`config.mk`:
```
export PLATFORM = sky130hd
export DESIGN_NAME = w_port_alloc_ctrl
export DESIGN_NICKNAME = d
export VERILOG_FILES = /design/src/rtl/w_port_alloc_ctrl.sv
export SDC_FILE = /design/constraint.sdc
export NUM_CORES = 1
export LEC_CHECK = 0
export BUFFER_PORTS_ARGS = -buffer_cell sky130_fd_sc_hd__buf_4
export CAP_MARGIN = 10
export CORE_MARGIN = 2
export CORE_UTILIZATION = 40
export CTS_CLUSTER_DIAMETER = 120
export DETAILED_ROUTE_END_ITERATION = 6
export GPL_TIMING_DRIVEN = 0
export PLACE_DENSITY = 0.67
export SLEW_MARGIN = 20
export SYNTH_ARGS = -nofsm -noshare
export SYNTH_HDL_FRONTEND = slang
export SYNTH_SLANG_ARGS = --single-unit
export TNS_END_PERCENT = 10
```
`constraint.sdc`:
```
create_clock -name clk -period 8 [get_ports clk]
set_input_delay 1.2 -clock clk [delete_from_list [all_inputs] [get_ports clk]]
set_output_delay 1.2 -clock clk [all_outputs]
set_load 0.1 [all_outputs]
```
`src/rtl/w_port_alloc_ctrl.sv`:
```
// ============================================================================
// Module   : w_port_alloc_ctrl
// Purpose  : West output-port allocation controller: credit tracking,
//            wormhole lock, FIFO pops, crossbar select, RR rotate strobe.
// Revision : 1.0  initial release
// ============================================================================
`default_nettype none

module w_port_alloc_ctrl #(
    parameter int CREDITS = 4,
    parameter int CW      = $clog2(CREDITS + 1)
) (
    input  logic          clk,
    input  logic          reset,
    input  logic          grant_n_i,
    input  logic          grant_s_i,
    input  logic          grant_e_i,
    input  logic          grant_l_i,
    input  logic          valid_n_i,
    input  logic          valid_s_i,
    input  logic          valid_e_i,
    input  logic          valid_l_i,
    input  logic          tail_n_i,
    input  logic          tail_s_i,
    input  logic          tail_e_i,
    input  logic          tail_l_i,
    input  logic          credit_return_i,
    output logic          downstream_credit_o,
    output logic          change_order_o,
    output logic [2:0]    xbar_sel_o,
    output logic          flit_send_o,
    output logic          pop_n_o,
    output logic          pop_s_o,
    output logic          pop_e_o,
    output logic          pop_l_o,
    output logic          locked_o,
    output logic          credit_err_o
);

    typedef enum logic [0:0] {
        ST_IDLE   = 1'b0,
        ST_LOCKED = 1'b1
    } state_t;

    // Input index: N=0, S=1, E=2, L=3
    localparam logic [1:0]    c_IDX_N      = 2'd0;
    localparam logic [1:0]    c_IDX_S      = 2'd1;
    localparam logic [1:0]    c_IDX_E      = 2'd2;
    localparam logic [1:0]    c_IDX_L      = 2'd3;
    localparam logic [2:0]    c_SEL_N      = 3'b000;
    localparam logic [2:0]    c_SEL_S      = 3'b001;
    localparam logic [2:0]    c_SEL_W      = 3'b010;
    localparam logic [2:0]    c_SEL_E      = 3'b011;
    localparam logic [2:0]    c_SEL_L      = 3'b100;
    localparam logic [CW-1:0] c_CREDIT_MAX = CW'(CREDITS);

    state_t          state_q, state_d;
    logic [1:0]      owner_q, owner_d;
    logic [CW-1:0]   credit_q, credit_d;
    logic            change_q, change_d;
    logic            err_q, err_d;

    logic [3:0]      w_valid;
    logic [3:0]      w_tail;
    logic [3:0]      w_pop;
    logic [1:0]      w_gidx;
    logic [1:0]      w_src;
    logic            w_any_grant;
    logic            w_has_credit;
    logic            w_send;
    logic [2:0]      w_xbar;

    function automatic logic [2:0] f_enc(input logic [1:0] idx);
        logic [2:0] sel;
        case (idx)
            c_IDX_N: sel = c_SEL_N;
            c_IDX_S: sel = c_SEL_S;
            c_IDX_E: sel = c_SEL_E;
            default: sel = c_SEL_L;
        endcase
        return sel;
    endfunction

    assign w_valid      = {valid_l_i, valid_e_i, valid_s_i, valid_n_i};
    assign w_tail       = {tail_l_i, tail_e_i, tail_s_i, tail_n_i};
    assign w_has_credit = (credit_q != '0);

    // Fixed priority N>S>E>L in case the grant is not one-hot
    always_comb begin
        w_any_grant = 1'b1;
        w_gidx      = c_IDX_N;
        if (grant_n_i)      w_gidx = c_IDX_N;
        else if (grant_s_i) w_gidx = c_IDX_S;
        else if (grant_e_i) w_gidx = c_IDX_E;
        else if (grant_l_i) w_gidx = c_IDX_L;
        else                w_any_grant = 1'b0;
    end

    always_comb begin
        state_d  = state_q;
        owner_d  = owner_q;
        change_d = 1'b0;
        w_send   = 1'b0;
        w_src    = owner_q;
        w_xbar   = c_SEL_W;
        case (state_q)
            ST_IDLE: begin
                if (w_any_grant && w_valid[w_gidx] && w_has_credit) begin
                    w_send = 1'b1;
                    w_src  = w_gidx;
                    w_xbar = f_enc(w_gidx);
                    if (w_tail[w_gidx]) begin
                        change_d = 1'b1;
                    end else begin
                        state_d = ST_LOCKED;
                        owner_d = w_gidx;
                    end
                end
            end
            ST_LOCKED: begin
                w_xbar = f_enc(owner_q);
                if (w_valid[owner_q] && w_has_credit) begin
                    w_send = 1'b1;
                    if (w_tail[owner_q]) begin
                        state_d  = ST_IDLE;
                        owner_d  = c_IDX_N;
                        change_d = 1'b1;
                    end
                end
            end
            default: begin
                state_d = ST_IDLE;
                owner_d = c_IDX_N;
            end
        endcase
    end

    assign w_pop = w_send ? (4'b0001 << w_src) : 4'b0000;

    // Simultaneous send and return cancel; a return at the ceiling is an error
    always_comb begin
        credit_d = credit_q;
        err_d    = err_q;
        if (w_send && !credit_return_i) begin
            credit_d = credit_q - CW'(1);
        end else if (!w_send && credit_return_i) begin
            if (credit_q == c_CREDIT_MAX) err_d = 1'b1;
            else                          credit_d = credit_q + CW'(1);
        end
    end

    always_ff @(posedge clk or negedge reset) begin
        if (!reset) begin
            state_q  <= ST_IDLE;
            owner_q  <= c_IDX_N;
            credit_q <= c_CREDIT_MAX;
            change_q <= 1'b0;
            err_q    <= 1'b0;
        end else begin
            state_q  <= state_d;
            owner_q  <= owner_d;
            credit_q <= credit_d;
            change_q <= change_d;
            err_q    <= err_d;
        end
    end

    assign pop_n_o             = w_pop[0];
    assign pop_s_o             = w_pop[1];
    assign pop_e_o             = w_pop[2];
    assign pop_l_o             = w_pop[3];
    assign flit_send_o         = w_send;
    assign xbar_sel_o          = w_xbar;
    assign locked_o            = (state_q == ST_LOCKED);
    assign change_order_o      = change_q;
    assign credit_err_o        = err_q;
    assign downstream_credit_o = w_has_credit;

endmodule

`default_nettype wire

```
# ---- Word-level counts from Yosys, hierarchy flattened
# Cells that the tools add are included.
dict set report word_totals {
  reg_bits 8
  latchBits 0
  mem_bits_rw 0
  romBits 0
  inputBits 15
  out_inout_bits 12
  wordCells 80
  n_memories 0
}
dict set report op_classes {
  addsub 2
  n_mul 0
  div 0
  magnitude_cmp 2
  n_eq_ne 10
  shift 1
  mux 44
  bitwise_logic 2
  reduce_logical 14
}
# cell n
set op_table {}
lappend op_table {{2-to-1 mux 2 bit} 10}
lappend op_table {{2-to-1 mux 1 bit} 18}
lappend op_table {{one-hot mux 3 bit (3 select lines)} 2}
lappend op_table {{2-to-1 mux 3 bit} 4}
lappend op_table {{binary-select mux 1 bit (select 2 bit)} 4}
lappend op_table {{less-than comparator 2 x 3 -> 1 bit, second input constant} 2}
lappend op_table {{inequality test 2 bit, second input constant} 3}
lappend op_table {{one-hot mux 1 bit (2 select lines)} 3}
lappend op_table {{one-hot mux 3 bit (2 select lines)} 1}
lappend op_table {{logical AND 1 bit} 5}
lappend op_table {{== test 2 x 1 -> 1 bit, second input constant} 2}
lappend op_table {{== test 2 bit, second input constant} 2}
lappend op_table {{logical NOT 2 bit} 2}
lappend op_table {{2-to-1 mux 4 bit} 1}
lappend op_table {{inequality test 2 x 1 -> 1 bit, second input constant} 2}
lappend op_table {{one-hot mux 2 bit (2 select lines)} 1}
lappend op_table {{AND reduction 4 bit} 1}
lappend op_table {{<< shifter 1 x 2 -> 4 bit, first input constant} 1}
lappend op_table {{adder 3 x 1 -> 3 bit, second input constant} 1}
lappend op_table {{== test 3 bit, second input constant} 1}
lappend op_table {{AND reduction 3 bit} 1}
lappend op_table {{nonzero test 3 bit} 1}
lappend op_table {{subtractor 3 x 1 -> 3 bit, second input constant} 1}
lappend op_table {{logical NOT 1 bit} 2}
lappend op_table {{3 further kinds} 4}

# ---- Logic depth before layout (Yosys ltp)
dict set report logic_depth {
  ltp_word 14
  depth_mapped 14
  ltp_nobuf 13
}

# ---- Least setup slack after synthesis
# OpenSTA, ideal clock, no wires.
dict set report synth_path {
  path_type {register -> output}
  startpoint {register credit_q[2]}
  endpoint {output pop_e_o}
  arrival_ns 4.214
  t_required_ns 6.800
  slack_ns 2.586
  path_stages_with_launch 6
  path_buffers 1
  path_cell_list {dfstp_2 or3_1 nand3_1 a211o_1 buf_2 o32ai_1}
}
dict set report synth_via {
  elab_chain_cells 6
  word_cells_on_any_way 10
  classes_between {1 x shift; 6 x mux; 3 x reduce/logical}
}
# element line
set synth_lines {}
lappend synth_lines {{start: declaration} 59} ;# logic [CW-1:0] credit_q, credit_d;
lappend synth_lines {{start signal: assignment} 156} ;# credit_q <= c_CREDIT_MAX;
lappend synth_lines {{start signal: assignment} 162} ;# credit_q <= credit_d;
lappend synth_lines {{nonzero test 3 bit (*)} 86} ;# assign w_has_credit = (credit_q != '0);
lappend synth_lines {{named net downstream_credit_o} 28} ;# output logic downstream_credit_o,
lappend synth_lines {{logical AND 1 bit} 108} ;# if (w_any_grant && w_valid[w_gidx] && w_has_credit) begin
lappend synth_lines {{2-to-1 mux 2 bit} 108}
lappend synth_lines {{2-to-1 mux 2 bit} 106} ;# case (state_q)
lappend synth_lines {{<< shifter 1 x 2 -> 4 bit} 138} ;# assign w_pop = w_send ? (4'b0001 << w_src) : 4'b0000;
lappend synth_lines {{2-to-1 mux 4 bit (*)} 138}
lappend synth_lines {{end: declaration} 34} ;# output logic pop_e_o,
# Mark *: on every way through the listed nets, which the timed path passes. The rest lies on a longest branch.

# ---- Worst setup path in the final report
dict set report layout_path {
  startpoint {input grant_e_i}
  endpoint {output xbar_sel_o[0]}
}
dict set report layout_via {
  elab_chain_cells 9
  word_cells_on_any_way 16
  classes_between {2 x eq/ne; 11 x mux; 3 x reduce/logical}
}
# element line
set layout_lines {}
lappend layout_lines {{start: declaration} 17} ;# input logic grant_e_i,
lappend layout_lines {{2-to-1 mux 2 bit} 94} ;# else if (grant_e_i) w_gidx = c_IDX_E;
lappend layout_lines {{2-to-1 mux 2 bit} 93} ;# else if (grant_s_i) w_gidx = c_IDX_S;
lappend layout_lines {{2-to-1 mux 2 bit} 92} ;# if (grant_n_i) w_gidx = c_IDX_N;
lappend layout_lines {{binary-select mux 1 bit (select 2 bit)} 108}
lappend layout_lines {{2-to-1 mux 1 bit (implied by the code)} 108}
lappend layout_lines {{logical AND 1 bit (2 in a row)} 108}
lappend layout_lines {{2-to-1 mux 3 bit (*)} 108}
lappend layout_lines {{one-hot mux 3 bit (2 select lines) (*)} 106}
lappend layout_lines {{end: declaration} 30} ;# output logic [2:0] xbar_sel_o,
# Every way passes the cells marked *; elsewhere a longest branch is shown, timed or not. The select of a mux whose other input is x is not followed.

==> results.cfg <==
[status]
status = complete, no violations

[sta]
skew_ns = 0.00521
setup_ws_ns = 4.01
tightest_slew_ns = 0.637
clock.fmax_ghz = 0.250
max_slew_margin = 0.571
maxSlewViolCount = 0
tns_ns = 0
final-hold-violation-count = 0
setup_viol = 0
period_minus_slack_ns = 3.99
rsz0062_at_grt = false
period_share = 0.499

[routing]
drt-initial-drc-count = 12
wl_per_cell_um = 12.0
vias = 710
detail-route-antenna-nets = 0
drc = 0
avgViaCountPerCell = 5.18
first_pass_iters = 4
wirelength_mm = 1.64

[global_route]
grt_max_degree = 11
grt_overflow_total = 0
grt_pass1_vias = 655
grt_pass1_wl_mm = 2.70
antenna_found_initial = 0
grt.total_usage = 0.167

[floorplanning]
placementRows = 15
dieArea_um2 = 2210
ioPinCount = 27
design.core.area_um2 = 1730
fp.dieW_um = 47.0
die_h_um = 47.0
initial_utilization = 0.428

[synthesis]
netlist_area_um2 = 739
yosysUniqueCellTypes = 32
ys_ff_latch = 8
ys_seq_area_frac = 0.272
synthCells = 82
syn_nets = 105
syn_avg_cell_area_um2 = 9.02
ys_warn_count = 0

[setup_path]
path_max_fanout = 5
critPathRequiredTime_ns = 6.80
crit_type = input pin to output pin
cp.arrival_ns = 2.79
cp-start-kind = input pin
cp-end-kind = output pin

[cells_and_area]
fin_nets = 136
antenna_cells = 0
area_delta_synth_final_pct = 34.2
drive_above_1_share = 0.357

[clock_tree]
clk_path_buf_depth = 2
ctsHtreeMaxLevel = 1
cts_resized = 0
cts_tree = built
cts.sinks = 8
clk_pin_slew_ns = 0.05
postCtsHoldBufs = 0
clock_latency_ns = 0.25
cts_setup_buffers = 0
numCtsBuffers = 3
ctsRootBufferMaster = clkbuf_4

[job]
drv_cap = 0

[placed_design]
io_buffers = 26
gp_congestion = 0.805
place_ws_ns = 3.97
hpwl_mm = 1.36

[min_path]
hold_class = flop to flop
-- state kept, by name, summed over array words and instances, names as in the netlist --
register,count
locked_o,1
change_order_o,1
credit_err_o,1
credit_q,3
owner_q,2
-- cells in the mapped netlist --
cell	n	area [um2]
a211o_1	1	8.76
a21oi_1	1	5.00
a22oi_1	1	7.51
a31o_2	1	8.76
and2_1	2	12.5
and3_1	2	12.5
buf_2	1	5.00
dfrtp_1	7	175
dfstp_2	1	26.3
ha_1	8	100
inv_1	7	26.3
inv_2	2	7.51
mux4_2	3	67.6
nand2_1	10	37.5
nand2b_1	3	18.8
nand3_1	1	5.00
nor2_1	7	26.3
nor2_2	1	6.26
nor2_8	1	20.0
nor2b_4	1	13.8
o211ai_1	2	15.0
o21a_1	1	7.51
o21ai_0	4	20.0
o21ai_1	2	10.0
o22a_1	2	17.5
o22ai_1	1	6.26
o311ai_0	1	8.76
o31ai_1	1	7.51
o32ai_1	3	26.3
or2_1	1	6.26
or3_1	1	6.26
xor2_1	2	17.5
-- cells by family (layout without fill, tap and decap cells) --
| kind of cell | after synthesis | in the layout | synth area share |
|---|---|---|---|
| DFF | 8 | 8 | 0.272 |
| buffers and inverters | 10 | 40 | 0.0525 |
| xor gates and xnor gates | 2 | 2 | 0.0237 |
| muxes | 3 | 3 | 0.0914 |
| and+or+nand+nor | 30 | 30 | 0.223 |
| adders and majority gates | 8 | 8 | 0.135 |
| AOI/OAI and AO/OA | 21 | 21 | 0.201 |
-- worst max-delay path: stages --
cell     delay, ns
buf_4         0.13
o21ai_0       0.52
inv_1         0.16
ha_1          0.31
inv_1         0.03
o22ai_1       0.12
buf_4         0.32
-- path summary, 6_finish.rpt --
| kind | startpoint | endpoint | cells after the start | slack (ns) |
|---|---|---|---|---|
| worst max-delay path | grant_e_i | xbar_sel_o[0] | 7 | 4.01 |
| worst min-delay path | credit_err_o | credit_err_o | 1 | 0.48 |
| worst max register to register | owner_q[1] | credit_q[2] | 13 | 5.14 |
| worst min register to register | credit_err_o | credit_err_o | 1 | 0.48 |
| max in group asynchronous | reset | credit_q[2] | 1 | 7.03 |
| min in group asynchronous | reset | change_order_o | 1 | 0.76 |
-- cell type report --
cell class / count / area, um2
Buffer: 1 / 5.00
Fill cell: 175 / 734
Sequential cell: 8 / 201
Inverter: 9 / 33.8
Tap cell: 25 / 31.3
Clock buffer: 4 / 26.3
Timing Repair Buffer: 26 / 195
Multi-Input combinational cell: 64 / 499
-- cell usage in the layout, fill, tap and decap left out, drive strengths merged --
cell,instances
dfrtp,7
o211ai,2
o21ai,6
o31ai,1
a211o,1
nand2,10
and3,2
o32ai,3
a21oi,1
nand3,1
mux4,3
nand2b,3
clkbuf,4
dfstp,1
a31o,1
ha,8
buf,27
nor2,9
and2,2
o22a,2
a22oi,1
o22ai,1
or2,1
o21a,1
inv,9
xor2,2
nor2b,1
o311ai,1
or3,1
-- metrics by stage --
step / area [um2] / instances / utilization / hold WS, ns
3_3_place_gp: 966 / 133 / 0.559 / 0.462
5_1_grt: 992 / 137 / 0.575 / 0.502
2_1_floorplan: 739 / 82 / - / 0.539
4_1_cts: 992 / 137 / 0.575 / 0.485
6_report: 992 / 137 / 0.575 / 0.481
3_5_place_dp: 966 / 133 / 0.559 / 0.474
-- per-layer routing --
layer / up-vias / GRT usage / routed length (um)
met3: 0 / 0.0115 / 48
li1: 357 / - / -
met5: - / 0 / 0
met4: 0 / 0.0333 / 0
met2: 20 / 0.301 / 836
met1: 333 / 0.221 / 757
Power is left out: the tool's default activity adds up to more than one toggle a clock period on the data nets, which glitch-free logic cannot reach.
